===== src/rtl/ssd1306_spi_rx.sv =====
// rtl/ssd1306_spi_rx.sv - SSD1306 display-side SPI receiver, command decoder and framebuffer write port
// Optional page addressing mode: define SSD1306_RX_PAGE_MODE_EN.
module ssd1306_spi_rx #(
  parameter int SYNC_STAGES = 2
) (
  input  logic       i_Clk,
  input  logic       i_Rst_L,
  input  logic       i_SPI_Clk,
  input  logic       i_SPI_MOSI,
  input  logic       i_SPI_DC,
  input  logic       i_SPI_CS_n,
  output logic       o_Byte_DV,
  output logic [7:0] o_Byte,
  output logic       o_Byte_DC,
  output logic       o_FB_WE,
  output logic [9:0] o_FB_Addr,
  output logic [7:0] o_FB_Data,
  output logic       o_Display_On,
  output logic [7:0] o_Contrast
);
  localparam int SS = (SYNC_STAGES < 2) ? 2 : SYNC_STAGES;

  typedef enum logic {S_IDLE, S_ARG} state_t;

  logic [SS-1:0] sclk_sync_q, mosi_sync_q, dc_sync_q, csn_sync_q;
  logic          sclk_prev_q;
  state_t        state_q, state_d;
  logic [1:0]    arg_left_q, arg_left_d, nargs;
  logic [7:0]    cmd_q, cmd_d;
  logic [6:0]    arg0_q, arg0_d;
  logic [2:0]    bit_cnt_q, bit_cnt_d;
  logic [7:0]    shift_q, shift_d;
  logic          byte_dv_q, byte_dv_d, byte_dc_q, byte_dc_d, fb_we_q, fb_we_d;
  logic [7:0]    byte_q, byte_d, fb_data_q, fb_data_d, contrast_q, contrast_d;
  logic [9:0]    fb_addr_q, fb_addr_d;
  logic          disp_on_q, disp_on_d;
  logic [6:0]    col_start_q, col_start_d, col_end_q, col_end_d, col_ptr_q, col_ptr_d;
  logic [2:0]    page_start_q, page_start_d, page_end_q, page_end_d, page_ptr_q, page_ptr_d;
`ifdef SSD1306_RX_PAGE_MODE_EN
  logic          page_mode_q, page_mode_d;
`endif

  logic       sclk_s, mosi_s, dc_s, csn_s, bit_stb, byte_stb, is_cmd, is_data;
  logic [7:0] rx_byte;

  assign sclk_s   = sclk_sync_q[SS-1];
  assign mosi_s   = mosi_sync_q[SS-1];
  assign dc_s     = dc_sync_q[SS-1];
  assign csn_s    = csn_sync_q[SS-1];
  assign bit_stb  = sclk_s & ~sclk_prev_q & ~csn_s;
  assign byte_stb = bit_stb & (bit_cnt_q == 3'd7);
  assign rx_byte  = {shift_q[6:0], mosi_s};
  assign is_cmd   = byte_stb & ~dc_s;
  assign is_data  = byte_stb & dc_s;

  always_ff @(posedge i_Clk or negedge i_Rst_L) begin
    if (!i_Rst_L) begin
      sclk_sync_q  <= '0;
      mosi_sync_q  <= '0;
      dc_sync_q    <= '0;
      csn_sync_q   <= '1;
      sclk_prev_q  <= 1'b0;
      state_q      <= S_IDLE;
      arg_left_q   <= '0;
      cmd_q        <= '0;
      arg0_q       <= '0;
      bit_cnt_q    <= '0;
      shift_q      <= '0;
      byte_dv_q    <= 1'b0;
      byte_dc_q    <= 1'b0;
      byte_q       <= '0;
      fb_we_q      <= 1'b0;
      fb_addr_q    <= '0;
      fb_data_q    <= '0;
      disp_on_q    <= 1'b0;
      contrast_q   <= 8'h7F;
      col_start_q  <= '0;
      col_end_q    <= 7'd127;
      col_ptr_q    <= '0;
      page_start_q <= '0;
      page_end_q   <= 3'd7;
      page_ptr_q   <= '0;
`ifdef SSD1306_RX_PAGE_MODE_EN
      page_mode_q  <= 1'b0;
`endif
    end else begin
      sclk_sync_q  <= {sclk_sync_q[SS-2:0], i_SPI_Clk};
      mosi_sync_q  <= {mosi_sync_q[SS-2:0], i_SPI_MOSI};
      dc_sync_q    <= {dc_sync_q[SS-2:0], i_SPI_DC};
      csn_sync_q   <= {csn_sync_q[SS-2:0], i_SPI_CS_n};
      sclk_prev_q  <= sclk_s;
      state_q      <= state_d;
      arg_left_q   <= arg_left_d;
      cmd_q        <= cmd_d;
      arg0_q       <= arg0_d;
      bit_cnt_q    <= bit_cnt_d;
      shift_q      <= shift_d;
      byte_dv_q    <= byte_dv_d;
      byte_dc_q    <= byte_dc_d;
      byte_q       <= byte_d;
      fb_we_q      <= fb_we_d;
      fb_addr_q    <= fb_addr_d;
      fb_data_q    <= fb_data_d;
      disp_on_q    <= disp_on_d;
      contrast_q   <= contrast_d;
      col_start_q  <= col_start_d;
      col_end_q    <= col_end_d;
      col_ptr_q    <= col_ptr_d;
      page_start_q <= page_start_d;
      page_end_q   <= page_end_d;
      page_ptr_q   <= page_ptr_d;
`ifdef SSD1306_RX_PAGE_MODE_EN
      page_mode_q  <= page_mode_d;
`endif
    end
  end

  // Argument count of each multi-byte command, looked up in IDLE
  always_comb begin
    nargs = 2'd0;
    case (rx_byte)
      8'h81, 8'h20, 8'h8D, 8'hA8, 8'hD3, 8'hD5, 8'hD9, 8'hDA, 8'hDB: nargs = 2'd1;
      8'h21, 8'h22: nargs = 2'd2;
      default: nargs = 2'd0;
    endcase
  end

  always_comb begin
    state_d    = state_q;
    arg_left_d = arg_left_q;
    cmd_d      = cmd_q;
    if (is_data) begin
      state_d    = S_IDLE;
      arg_left_d = 2'd0;
    end else if (is_cmd) begin
      if (state_q == S_IDLE) begin
        if (nargs != 2'd0) begin
          state_d    = S_ARG;
          arg_left_d = nargs;
          cmd_d      = rx_byte;
        end
      end else begin
        arg_left_d = arg_left_q - 2'd1;
        if (arg_left_q == 2'd1) state_d = S_IDLE;
      end
    end
  end

  always_comb begin
    bit_cnt_d    = bit_cnt_q;
    shift_d      = shift_q;
    byte_dv_d    = byte_stb;
    byte_dc_d    = byte_stb ? dc_s : byte_dc_q;
    byte_d       = byte_stb ? rx_byte : byte_q;
    fb_we_d      = is_data;
    fb_addr_d    = fb_addr_q;
    fb_data_d    = fb_data_q;
    arg0_d       = arg0_q;
    disp_on_d    = disp_on_q;
    contrast_d   = contrast_q;
    col_start_d  = col_start_q;
    col_end_d    = col_end_q;
    col_ptr_d    = col_ptr_q;
    page_start_d = page_start_q;
    page_end_d   = page_end_q;
    page_ptr_d   = page_ptr_q;
`ifdef SSD1306_RX_PAGE_MODE_EN
    page_mode_d  = page_mode_q;
`endif
    if (csn_s) begin
      bit_cnt_d = 3'd0;
      shift_d   = 8'd0;
    end else if (bit_stb) begin
      bit_cnt_d = bit_cnt_q + 3'd1;
      shift_d   = rx_byte;
    end

    if (is_data) begin
      fb_addr_d = {page_ptr_q, col_ptr_q};
      fb_data_d = rx_byte;
`ifdef SSD1306_RX_PAGE_MODE_EN
      if (page_mode_q) col_ptr_d = col_ptr_q + 7'd1;
      else
`endif
      if (col_ptr_q != col_end_q) begin
        col_ptr_d = col_ptr_q + 7'd1;
      end else begin
        col_ptr_d  = col_start_q;
        page_ptr_d = (page_ptr_q == page_end_q) ? page_start_q : page_ptr_q + 3'd1;
      end
    end else if (is_cmd && state_q == S_IDLE) begin
      if (rx_byte == 8'hAE) disp_on_d = 1'b0;
      if (rx_byte == 8'hAF) disp_on_d = 1'b1;
`ifdef SSD1306_RX_PAGE_MODE_EN
      if (page_mode_q) begin
        if (rx_byte[7:3] == 5'b10110) page_ptr_d = rx_byte[2:0];
        if (rx_byte[7:4] == 4'h0)     col_ptr_d[3:0] = rx_byte[3:0];
        if (rx_byte[7:3] == 5'b00010) col_ptr_d[6:4] = rx_byte[2:0];
      end
`endif
    end else if (is_cmd) begin
      // Two-argument window commands commit start and end together
      case (cmd_q)
        8'h81: contrast_d = rx_byte;
        8'h21: begin
          if (arg_left_q == 2'd2) arg0_d = rx_byte[6:0];
          else begin
            col_start_d = arg0_q;
            col_end_d   = rx_byte[6:0];
            col_ptr_d   = arg0_q;
          end
        end
        8'h22: begin
          if (arg_left_q == 2'd2) arg0_d = rx_byte[6:0];
          else begin
            page_start_d = arg0_q[2:0];
            page_end_d   = rx_byte[2:0];
            page_ptr_d   = arg0_q[2:0];
          end
        end
`ifdef SSD1306_RX_PAGE_MODE_EN
        8'h20: page_mode_d = (rx_byte[1:0] == 2'b10);
`endif
        default: ;
      endcase
    end
  end

  assign o_Byte_DV    = byte_dv_q;
  assign o_Byte       = byte_q;
  assign o_Byte_DC    = byte_dc_q;
  assign o_FB_WE      = fb_we_q;
  assign o_FB_Addr    = fb_addr_q;
  assign o_FB_Data    = fb_data_q;
  assign o_Display_On = disp_on_q;
  assign o_Contrast   = contrast_q;
endmodule


===== config.mk =====
export PLATFORM = sky130hd
export DESIGN_NAME = ssd1306_spi_rx
export DESIGN_NICKNAME = d
export VERILOG_FILES = /design/src/rtl/ssd1306_spi_rx.sv
export SDC_FILE = /design/constraint.sdc
export NUM_CORES = 1
export LEC_CHECK = 0
export CORE_MARGIN = 8
export CORE_UTILIZATION = 35
export DETAILED_ROUTE_END_ITERATION = 6
export GPL_TIMING_DRIVEN = 0
export PLACE_DENSITY = 0.49
export SETUP_SLACK_MARGIN = 0.1
export SLEW_MARGIN = 10
export SYNTH_ARGS = -nofsm -noshare
export SYNTH_HDL_FRONTEND = slang
export SYNTH_SLANG_ARGS = --single-unit

===== constraint.sdc =====
create_clock -name i_Clk -period 2.9 [get_ports i_Clk]
set_clock_uncertainty 0.1 [all_clocks]
set_input_delay 0.58 -clock i_Clk [delete_from_list [all_inputs] [get_ports i_Clk]]
set_output_delay 0.58 -clock i_Clk [all_outputs]
set_load 0.01 [all_outputs]

Yosys cells after proc, flatten, opt, wreduce, memory -nomap -nowiden
Cells that the tools add are included.

Register bits: 105. Logic and storage cells: 114. Output and inout bits: 38. Input bits: 6.

Bitwise gates (word level): 12. Mux-type cells: 29. $add $sub $neg: 4. Reductions and logical operators: 20. Eq/ne operators: 24.

Operators by type and width (number): $eq A8 B8 Y1 const B (11); $mux W7 (8); $eq A8 B6 Y1 const B (5); $mux W3 (9); $reduce_and A5 Y1 (4); $reduce_and A4 Y1 (3); $reduce_bool A2 Y1 (6); $reduce_or A9 Y1 (1); $mux W2 (4); $add A7 B1 Y7 const B (1); $mux W1 (7); $ne A7 B7 Y1 (1); $not A1 Y1 (7); $add A3 B1 Y3 const B (2); $ne A2 B2 Y1 const B (3); $and A1 B1 Y1 (5); $pmux W2 S2 (1); $reduce_or A2 Y1 (2); $eq A3 B3 Y1 (1); $eq A3 B3 Y1 const B (1); $reduce_and A3 Y1 (1); $reduce_bool A3 Y1 (1); $eq A2 B1 Y1 const B (1); $eq A2 B2 Y1 const B (1); other kinds (3) (3).

Depth between registers and ports, before layout
Gate-level depths: netlist of the first run.

Depth after elaboration: 8. Gate-level depth with buffers: 9. Depth with buffers taken out: 8.

Worst setup path after synthesis of the first run
Ideal clock, no wire load.

Path kind: flip-flop to flip-flop. Start: register bit_cnt_q[0]. End: register col_start_q[0]. Slack: 592 ps. Period minus slack after synthesis: 2308 ps. Setup time: 125 ps. Required time: 2675 ps. Cell stages (with the launch flop): 10. Buffers on the path: 1. Arrival: 2083 ps. Path through: dfrtp_1 -> ha_1 -> ha_1 -> nand3b_2 -> inv_2 -> and4b_1 -> nand3b_1 -> nor2_1 -> buf_2 -> mux2_2.

Longest elaborated chain between the ends: 6. Elaborated cells between the ends (all ways): 8. Classes of those cells: 1 x eq/ne; 5 x bitwise; 2 x reduce/logical.

RTL lines: from (decl) (RTL line 31) `logic [2:0] bit_cnt_q, bit_cnt_d;`; from (signal assigned) (RTL line 96) `bit_cnt_q <= bit_cnt_d;`; $eq A3 B3 Y1 * (RTL line 51) `assign byte_stb = bit_stb & (bit_cnt_q == 3'd7);`; $and A1 B1 Y1 * (RTL line 51); $and A1 B1 Y1 (RTL line 53) `assign is_cmd = byte_stb & ~dc_s;`; $logic_and A1 B1 Y1 (RTL line 191) `end else if (is_cmd && state_q == S_IDLE) begin`; $not A1 Y1 (no source line); $reduce_and A5 Y1 (no source line) *; to (signal assigned) (RTL line 106) `col_start_q <= col_start_d;`; to (decl) (RTL line 37) `logic [6:0] col_start_q, col_start_d, col_end_q, col_end_d, col_ptr_q, col_ptr_d;`.

Every way passes the cells marked *; elsewhere a longest branch is shown, timed or not. A chain may end at the register's enable or synchronous reset.

Worst setup path after layout of the first run
Start: register bit_cnt_q[0]. End: register col_start_q[6].

Same word-level chain as after synthesis.

==> results.md, run 1 <==
- Final Setup Violations: 0
- Drt drc: 0
- CP peak stage delay: 0.37 ns
- Synth Cell Area: about 4600 µm²
- Mapped Avg Cell Area: ~12 µm²
- R2R setup slack: around 0.29 ns
- Worst Setup SP: bit_cnt_q[0]
- Synthesized flop and latch total: 105
- Maxcap violations: 0
- FMAX: ~380 MHz
- P_leak: around 2.6 nW
- Clock root buffer master: clkbuf_16
- First-pass detailed-route iteration total: 4
- Die Wd: around 130 µm
- Power, Total: between 2 and 3 mW
- Hold Slack: about 0.016 ns
- Die height: ~130 µm
- Port-buffer cells: 43
- Global-route usage over all layers: between 10% and 20%
- DRT antenna net count: 0
- Core Footprint: ~13000 µm²
- Fin. Hold Viols: 0
- Reg clk slew, reported paths: roughly 0.07 ns
- Antenna Cells: 0
- Reg2Reg Capture Point: col_start_q[6]
- Register area share after synthesis: a little under three fifths
- DRT Wirelength: approximately 10000 µm
- Pwr/cell area: roughly 500 nW/µm²
- Worst r2r path cells: 9
- Total grt overflow: 0
- Worst-skew pair later-pin latency: 0.35 ns
- Ports: 44
- Delay-heaviest family, CP: simple AND/OR/NAND/NOR gates
- Unrepaired setup endpoints after global routing: no
- Initial Utilization: about a third
- YS warnings: 0
- FFs w/ async S/R, synth: 100.0%
- Worst Path Arrival: ~2.8 ns
- CTS buffer count: 9
- Nets: between 400 and 500
- Rows: 42
- Reg-to-Reg Start: bit_cnt_q[0]
- Clock Path Buffers: 2
- Max-slew violation count: 0
- Clock tree sinks: 105
- Hold Path Class: input port to async pin
- Die ar.: approximately 17000 µm²
- Critical setup path kind: flip-flop to flip-flop
- Worst-margin pin slew: between 0.7 and 0.8 ns
- EDFF count, synth: 0
- Synth Instances: 370
- Util after Layout: a little over two fifths
- Crit path max fanout: 10
- Number of antenna violations at the first check in global routing: 0
- Tcrit/Tclk final: 89.95%
- Ys flop type: dfrtp_1
- Min Tclk post-route: 2.609 ns
- Synth cell types: 45
- Post-DP HPWL: roughly 6700 µm
- CP Capture Type: flip-flop
- Peak VDD IR: 0.0002354 V
- H-tree levels: 3
- CTS tree: built
- Crit start category: flip-flop
- Largest net degree at the start of global routing: slightly above 70
- Vias in the first global route: slightly above 3000
- WL per Instance: about 17 µm
- Synthesized Nets: 382
- CP Data Required Time: 3.04 ns
- Status: finished clean
- Share of post-route cells with drive strength above 1: between 20% and 30%
- Initial DRC Count: approximately 110
- RePlAce Congestion: 0.7839
- Cell mode on critical path: ha_1
- Area grow syn2layout: 22.38%
- Buf/Inv on CP: 2
- Routed vias: roughly 2900
- Vias/cell: roughly 4.8
- First-pass GRT wire length: between 15000 and 20000 µm
- Crit path max-delay cell type: dfrtp_1
- Worst path cell trace: ha_1 -> ha_1 -> nand3b_2 -> inv_2 -> and4b_1 -> nand3b_1 -> nor2_4 -> clkbuf_4 -> mux2_2
- Rel. slew slack: a little under half
state kept, by name (all words and copies together) (netlist names), 8 cells and up:
register    count
cmd_q           8
o_Byte          8
o_Contrast      8
o_FB_Addr      10
o_FB_Data       8
stage by stage:
stage | setup TNS [ns] | worst slack (ns) | area [µm²] | cells
global route | 0 | 0.09742 | 5652 | 607
finish | 0 | 0.2915 | 5652 | 607
detailed placement | 0 | 0.07034 | 5298 | 590
global placement | -287.36 | -2.985 | 5269 | 589
CTS | 0 | 0.05085 | 5607 | 606
floorplan | 0 | 0.5919 | 4618 | 370
power breakdown:
part / switching (mW) / internal, mW / total (mW)
Combinational: 0.0473 / 0.0192 / 0.0665
Sequential: 0.00750 / 1.48 / 1.48
Clock: 0.533 / 0.740 / 1.27
cells by family after synthesis:
kind of cell             after synthesis  share of synthesized area, %
flip-flops                           105                         57.41
AND/OR/NAND/NOR                      100                         11.30
multiplexers                          79                         18.88
AO/OA/AOI/OAI                         33                         4.606
buffers and inverters                 27                         2.384
XOR/XNOR                              20                         3.793
adder cells (fa/ha/maj)                6                         1.626
worst register-to-register path, delay by kind of cell, from the launching register on:
family,cells,cell delay (ns)
adder cells (fa/ha/maj),2,0.34
buffers and inverters,2,0.42
flip-flops,1,0.37
multiplexers,1,0.36
AND/OR/NAND/NOR,4,0.91
cell usage in the layout, fill, tap and decap left out, types with 3 or more instances in the layout:
cell / netlist / final
nand2b_1: 4 / 4
o21ai_0: 7 / 7
xor2_1: 10 / 10
nand2_1: 55 / 55
dfstp_2: 19 / 19
mux2_4: 3 / 3
clkbuf_1: 15 / 17
and4b_1: 3 / 3
clkbuf_16: 0 / 9
mux2i_1: 23 / 23
xnor2_1: 10 / 10
mux2_2: 53 / 53
nor3_1: 3 / 3
nor4_1: 4 / 4
dfrtp_1: 86 / 86
inv_1: 5 / 5
nor2_1: 6 / 5
clkbuf_8: 0 / 3
a22o_1: 5 / 5
nand3_1: 7 / 7
ha_1: 6 / 6
a21oi_1: 12 / 12
buf_1: 4 / 4
clkdlybuf4s50_1: 0 / 42
cells in the mapped netlist, drive strengths merged, types with 6 or more instances:
cell | n | share of area, %
nand2 | 55 | 4.5
inv | 6 | 0.49
clkbuf | 15 | 1.2
dfstp | 19 | 11
nor2 | 6 | 0.49
xor2 | 10 | 1.9
a21oi | 12 | 1.3
o21ai | 7 | 0.76
mux2i | 23 | 5.0
ha | 6 | 1.6
dfrtp | 86 | 47
buf | 6 | 0.68
nand3 | 7 | 0.76
xnor2 | 10 | 1.9
mux2 | 56 | 14
layer usage:
| layer | track usage, % | vias up | routed length [µm] |
|---|---|---|---|
| met5 | 0 | - | 0 |
| met4 | 5.267 | 0 | 195 |
| met1 | 16.55 | 1489 | 4714 |
| li1 | - | 1396 | - |
| met3 | 3.653 | 13 | 355 |
| met2 | 21.16 | 36 | 4908 |
how the worst max path moves through the flow:
stage | end | slack (ns) | depth (start not counted)
2_1_floorplan | col_start_q[0] | 0.59 | 9
3_3_place_gp | o_FB_Data[4] | -2.99 | 1
3_5_place_dp | o_Contrast[7] | 0.07 | 8
4_1_cts | o_Contrast[7] | 0.05 | 8
5_1_grt | col_start_q[4] | 0.1 | 9
6_report | col_start_q[6] | 0.29 | 9
area by class of cell:
type	count	area, µm²
Fill cell	1236	7433
Sequential cell	105	2651
Multi-Input combinational cell	238	1879
Timing Repair Buffer	45	479.2
Clock buffer	14	274.0
Tap cell	176	220.2
Buffer	21	90.09
Clock inverter	2	35.03
Inverter	6	22.52
what timing repair did:
item / CTS / global route
setup buffers: 0 / 1
endpoints found under the setup margin: 20 / 25
hold buffers: 0 / 0
pin swaps: 0 / 1
resized for setup: 0 / 5
endpoints found under the hold margin: 0 / 0
Power figures use the tool's default switching activity.
==> inputs of run 2 (changes only) <==
--- a/config.mk
+++ b/config.mk
@@ -7,6 +7,7 @@
 export LEC_CHECK = 0
 export CORE_MARGIN = 8
 export CORE_UTILIZATION = 35
+export CTS_BUF_LIST = sky130_fd_sc_hd__clkbuf_2
 export DETAILED_ROUTE_END_ITERATION = 6
 export GPL_TIMING_DRIVEN = 0
 export PLACE_DENSITY = 0.49
==> constraint.sdc (replaced) <==
create_clock -name i_Clk -period 2.7 [get_ports i_Clk]
set_clock_uncertainty 0.1 [all_clocks]
set_input_delay 0.54 -clock i_Clk [delete_from_list [all_inputs] [get_ports i_Clk]]
set_output_delay 0.54 -clock i_Clk [all_outputs]
set_load 0.01 [all_outputs]
==> run 2 against run 1 <==
  * Utilization is 0.94 points lower
  * Sequential power is 8% higher
  * Clock-buffer cell count is 3 lower
  * Cell count is 1.3% higher
  * Clock power is 44% lower
  * Worst hold slack better by 0.18 ns
  * Critical path depth is 2 lower
  * Combinational power is 11% higher
  * Via count is 0.27% higher
  * Critical path type unchanged
==> results.md, run 2 (synthesized netlist as in run 1, its figures left out) <==
- Total grt overflow: 0 (unchanged)
- Worst r2r path cells: 7 (-2)
- DRT Wirelength: 10200 µm (+0.27%)
- Most frequent cells in the layout: 86 x dfrtp_1, 55 x nand2_1, 53 x mux2_2
- First-pass detailed-route iteration total: 4 (unchanged)
- Crit path max-delay cell type: or3b_2
- Unrepaired setup endpoints after global routing: no
- Drt drc: 0 (unchanged)
- Tcrit/Tclk final: 90.37% (+0.42 points)
- Vias in the first global route: 3062 (-0.26%)
- Crit start category: flip-flop
- Final Setup Violations: 0 (unchanged)
- Worst path cell trace: inv_1 -> ha_1 -> or3b_2 -> nor3b_1 -> nand2_1 -> o21ai_2 -> mux2_2
- Die Wd: 130.9 µm (unchanged)
- Util after Layout: 42.25% (-0.94 points)
- Ports: 44 (unchanged)
- Rows: 42 (unchanged)
- R2R setup slack: 0.26 ns (-0.03 ns)
- Clock root buffer master: clkbuf_2
- Crit path max fanout: 5 (-5)
- Fin. Hold Viols: 0 (unchanged)
- Routed vias: 2942 (+0.27%)
- Hold Path Class: input port to flip-flop
- Worst-skew pair later-pin latency: 0.60 ns (+0.25 ns)
- Met3 Use GR: 2.881% (-0.77 points)
- Worst Path Arrival: 2.85 ns (+0.10 ns)
- Number of flip-flops under the largest register name: 10 (unchanged)
- Final WS setup: 0.2600 ns (-0.03149 ns)
- WL per Instance: 16.59 µm (-1.0%)
- Met2 Use GR: 21.25% (+0.091 points)
- GRT busiest layer: met2
- Largest net degree at the start of global routing: 72 (unchanged)
- Rel. slew slack: 47.28% (-0.48 points)
- DRT antenna net count: 0 (unchanged)
- CTS tree: built
- Initial DRC Count: 76 (-28%)
- Worst-margin pin slew: 0.7908 ns (+0.007169 ns)
- Peak VDD IR: 0.0002724 V (+16%)
- Maxcap violations: 0 (unchanged)
- Nets: 446 (+1.8%)
- Hold wc startpoint: i_SPI_CS_n
- Clock Path Buffers: 2 (unchanged)
- Clock tree sinks: 105 (unchanged)
- Initial Utilization: 35.29% (unchanged)
- Die ar.: 17130 µm² (unchanged)
- Die height: 130.9 µm (unchanged)
- H-tree levels: 3 (unchanged)
- Number of antenna violations at the first check in global routing: 0 (unchanged)
- Critical setup path kind: flip-flop to flip-flop
- Hold-critical path depth: 1
- Most common cell after layout, fill and taps aside: dfrtp_1
- Share of post-route cells with drive strength above 1: 25.97% (+2.3 points)
- Min Tclk post-route: 2.440 ns (-0.1685 ns)
- Met1 Use GR: 16.33% (-0.23 points)
- Antenna Cells: 0 (unchanged)
- Reg-to-Reg Start: arg_left_q[0]
- CTS buffer count: 9 (unchanged)
- CP peak stage delay: 0.55 ns (+0.18 ns)
- Global-route usage over all layers: 13.09% (-0.11 points)
- FMAX: 409.8 MHz (+6.9%)
- Port-buffer cells: 43 (unchanged)
- Pwr/cell area: 431.7 nW/µm² (-14%)
- Status: finished clean
- Area grow syn2layout: 19.72%
- P_leak: 2.596 nW (-0.34%)
- Reg clk slew, reported paths: 0.27 ns (+0.20 ns)
- Core Footprint: 13090 µm² (unchanged)
- Worst Setup SP: arg_left_q[0]
- CP Data Required Time: 3.11 ns (+0.07 ns)
- Vias/cell: 4.784 (-1.0%)
- RePlAce Congestion: 0.7839 (unchanged)
- Max-slew violation count: 0 (unchanged)
- Power, Total: 2.387 mW (-15%)
- Post-DP HPWL: 6674 µm (unchanged)
- CP Capture Type: flip-flop
- Worst slack, placed: -0.1297 ns (-0.2000 ns)
- First-pass GRT wire length: 16840 µm (-0.81%)
-- run 2: cell types whose count changed in the layout (fill, tap and decap cells not counted), sizes merged --
cell         change
buf              +7
clkbuf           -3
clkinv           +3
dlygate4sd3      +1
-- run 2: path summary, 6_finish.rpt --
check | endpoint
worst max-delay path | page_ptr_q[2]
worst min-delay path | csn_sync_q[0]
worst max register to register | page_ptr_q[2]
worst min register to register | dc_sync_q[1]
max in group asynchronous | o_Contrast[5]
min in group asynchronous | arg0_q[1]
-- run 2: power breakdown --
part / leakage (nW) / internal [mW] / switching [mW]
registers: 1.38 / 1.59 / 0.00803
clock network: 0.0684 / 0.211 / 0.505
logic: 1.15 / 0.0222 / 0.0514
total: 2.60 / 1.82 / 0.564
-- run 2: critical path, delay by kind of cell, from the launching register on --
family	cells	cell delay (ns)
AO/OA/AOI/OAI	1	0.15
adder cells (fa/ha/maj)	1	0.21
buffers and inverters	1	0.06
flip-flops	1	0.44
multiplexers	1	0.36
AND/OR/NAND/NOR	3	1.05
-- run 2: layer usage --
layer	share of wire [%]	wire length [µm]	vias to the layer above
met5	0	0	-
met4	2.0	199	0
met3	3.0	305	13
met2	48	4911	32
met1	47	4783	1489
li1	-	-	1408
-- run 2: cell type report --
cell class	count	area, µm²
clock buffers	11	55.05
clock inverters	5	46.29
plain buffers	21	98.84
inverters	6	22.52
repair buffers	53	541.8
well taps	176	220.2
multi-input cells	238	1893
flip-flops and latches	105	2651
fillers	1243	7556
-- run 2: metrics by stage --
stage	TNS [ns]	hold slack, ns	cells	area (µm²)
2_1_floorplan	0	0.1444	370	4618
5_1_grt	0	0.1247	615	5529
3_5_place_dp	-1.934	0.2347	590	5298
4_1_cts	0	0.1340	608	5463
6_report	0	0.1951	615	5529
3_3_place_gp	-306.03	0.2330	589	5269
-- run 2: repair_timing --
action                                  CTS  global route
pin swaps                                 1             2
endpoints found under the hold margin    34             0
endpoints found under the setup margin   26            16
setup buffers                             1             7
hold buffers                              1             0
resized for setup                         6            11
==> inputs of run 3 (changes only) <==
==> constraint.sdc (replaced) <==
create_clock -name i_Clk -period 2.7 [get_ports i_Clk]
set_clock_uncertainty 0.1 [all_clocks]
set_input_delay 0.54 -clock i_Clk [delete_from_list [all_inputs] [get_ports i_Clk]]
set_output_delay 0.54 -clock i_Clk [all_outputs]
set_load 0.1 [all_outputs]
==> run 3 against run 2 <==
  * Flip-flop and latch count did not move
  * Sequential share of layout area rose by 0.32 points
  * First-iteration DRC count decreased by 17%
  * Register-to-register slack about the same
  * Clock-buffer cell count unchanged
  * Critical path depth is 6 lower
  * Global-route usage hardly changed
  * Design area shrank 0.66%
  * Maximum frequency decreased by 2.1%
  * Utilization is 0.28 points lower
  * Power about the same
  * Largest cell class unchanged
  * Largest power group unchanged
==> results.md, run 3 (synthesized netlist as in run 1, its figures left out) <==
- Status: finished clean
- Worst Path Arrival: 1.85 ns (-1.00 ns)
- Post-DP HPWL: 6674 µm (unchanged)
- CTS tree: built
- Setup tns final: 0 ns (unchanged)
- R2R setup slack: 0.26 ns (about the same)
- Port-buffer cells: 43 (unchanged)
- Pwr/cell area: 434.3 nW/µm² (+0.60%)
- Area grow syn2layout: 18.94%
- Worst r2r path cells: 7 (unchanged)
- First-pass GRT wire length: 16820 µm (about the same)
- Antenna Cells: 0 (unchanged)
- Reg-to-Reg Start: arg_left_q[0]
- Routed vias: 2947 (+0.17%)
- Die Wd: 130.9 µm (unchanged)
- Most common cell after layout, fill and taps aside: dfrtp_1
- Critical Path End: o_FB_Addr[8]
- Delay-heaviest family, CP: buffers and inverters
- Util after Layout: 41.98% (-0.28 points)
- Crit start category: flip-flop
- Initial DRC Count: 63 (-17%)
- Buf/Inv on CP: 1 (unchanged)
- Max-slew violation count: 0 (unchanged)
- H-tree levels: 3 (unchanged)
- Rows: 42 (unchanged)
- Min Tclk post-route: 2.492 ns (+0.05212 ns)
- Clock tree sinks: 105 (unchanged)
- FMAX: 401.3 MHz (-2.1%)
- Die ar.: 17130 µm² (unchanged)
- Hold wc startpoint: i_SPI_CS_n
- Die height: 130.9 µm (unchanged)
- Number of antenna violations at the first check in global routing: 0 (unchanged)
- RePlAce Congestion: 0.7839 (unchanged)
- Maxcap violations: 0 (unchanged)
- Final Cell Area: 5493 µm² (-0.66%)
- Largest net degree at the start of global routing: 72 (unchanged)
- Initial Utilization: 35.29% (unchanged)
- Number of flip-flops under the largest register name: 10 (unchanged)
- P_leak: 2.651 nW (+2.1%)
- Hold Path Class: input port to flip-flop
- Worst path cell trace: dlygate4sd2_1
- DRT antenna net count: 0 (unchanged)
- Nets: 446 (unchanged)
- Vias/cell: 4.792 (+0.17%)
- Total grt overflow: 0 (unchanged)
- CP Capture Type: primary output
- CP Data Required Time: 2.06 ns (-1.05 ns)
- Critical setup path kind: flip-flop to primary output
- Crit path max-delay cell type: dlygate4sd2_1
- Unrepaired setup endpoints after global routing: no
- Dpl cell area: 5298 µm² (unchanged)
- Clock root buffer master: clkbuf_2
- Global-route usage over all layers: 13.08% (about the same)
- CP peak stage delay: 0.85 ns (+0.30 ns)
- Clock Path Buffers: 2 (unchanged)
- Reg2Reg Capture Point: page_ptr_q[2]
- DRT Wirelength: 10170 µm (-0.32%)
- Most frequent cells in the layout: 86 x dfrtp_1, 55 x nand2_1, 53 x mux2_2
- Drt drc: 0 (unchanged)
- WL per Instance: 16.53 µm (-0.32%)
- FILL cells: 1254 (+0.88%)
- First-pass detailed-route iteration total: 4 (unchanged)
- Core Footprint: 13090 µm² (unchanged)
- Share of post-route cells with drive strength above 1: 29.38% (+3.4 points)
- Tcrit/Tclk final: 92.30% (+1.9 points)
- Worst-margin pin slew: 0.9640 ns (+0.1732 ns)
- Peak VDD IR: 0.0002668 V (-2.1%)
- Ports: 44 (unchanged)
- Worst Setup SP: o_FB_Addr[8]
- Vias in the first global route: 3057 (-0.16%)
- CTS buffer count: 9 (unchanged)
- Crit path max fanout: 2 (-3)
- Worst-skew pair later-pin latency: 0.60 ns (about the same)
- Final Setup Violations: 0 (unchanged)
- Fin. Hold Viols: 0 (unchanged)
- CP Depth: 1 (-6)
- Reg clk slew, reported paths: 0.27 ns (about the same)
- Rel. slew slack: 35.99% (-11 points)
## run 3: cell count changes in the layout (fill, tap and decap cells not counted)
cell             delta
clkdlybuf4s15_1    +19
clkdlybuf4s15_2     +7
clkdlybuf4s50_1    -38
dlygate4sd2_1       +4
clkbuf_2            +8
## run 3: area by class of cell
type	instances	area (µm²)	share of cell area, %
sequential	105	2651	48.27
multi-input combinational	238	1893	34.46
timing repair buffer	53	505.5	9.203
tap	176	220.2	4.009
buffer	21	98.84	1.800
clock buffer	11	55.05	1.002
clock inverter	5	46.29	0.8428
inverter	6	22.52	0.4100
## run 3: where the power goes
part | internal (mW) | switching (mW)
combinational | 0.0222 | 0.0514
clock | 0.211 | 0.503
sequential | 1.59 | 0.00802
total | 1.82 | 0.563
## run 3: worst min path at each step
| stage | end | slack [ns] | cells after the start |
|---|---|---|---|
| 6_report | csn_sync_q[0] | 0.19 | 1 |
| 5_1_grt | csn_sync_q[0] | 0.12 | 1 |
| 4_1_cts | csn_sync_q[0] | 0.13 | 1 |
| 3_5_place_dp | mosi_sync_q[1] | 0.23 | 0 |
| 3_3_place_gp | mosi_sync_q[1] | 0.23 | 0 |
| 2_1_floorplan | arg0_q[0] | 0.14 | 0 |
## run 3: stage by stage
step	hold slack (ns)	setup slack, ns	cells	power (mW)
5_1_grt	0.1247	0.1014	615	2.505
3_5_place_dp	0.2347	-0.1297	590	1.697
2_1_floorplan	0.1444	0.3919	370	1.642
6_report	0.1937	0.2078	615	2.385
4_1_cts	0.1340	0.1074	608	2.432
3_3_place_gp	0.2330	-3.145	589	1.691
## run 3: repair_timing
item	4_1_cts	5_1_grt
cloned	0	0
hold buffers	1	0
buffers inserted	1	7
resized for setup	61	43
hold endpoints to repair	34	0
pin swaps	1	2
endpoints found under the setup margin	64	42
## run 3: layer usage
metal / wire length, µm / vias up / share of wire [%] / track usage, %
met5: 0 / - / 0 / 0
met4: 199 / 0 / 2.0 / 6.077
met3: 316 / 13 / 3.1 / 2.881
met2: 4904 / 36 / 48 / 21.25
met1: 4746 / 1487 / 47 / 16.30
li1: - / 1411 / - / -
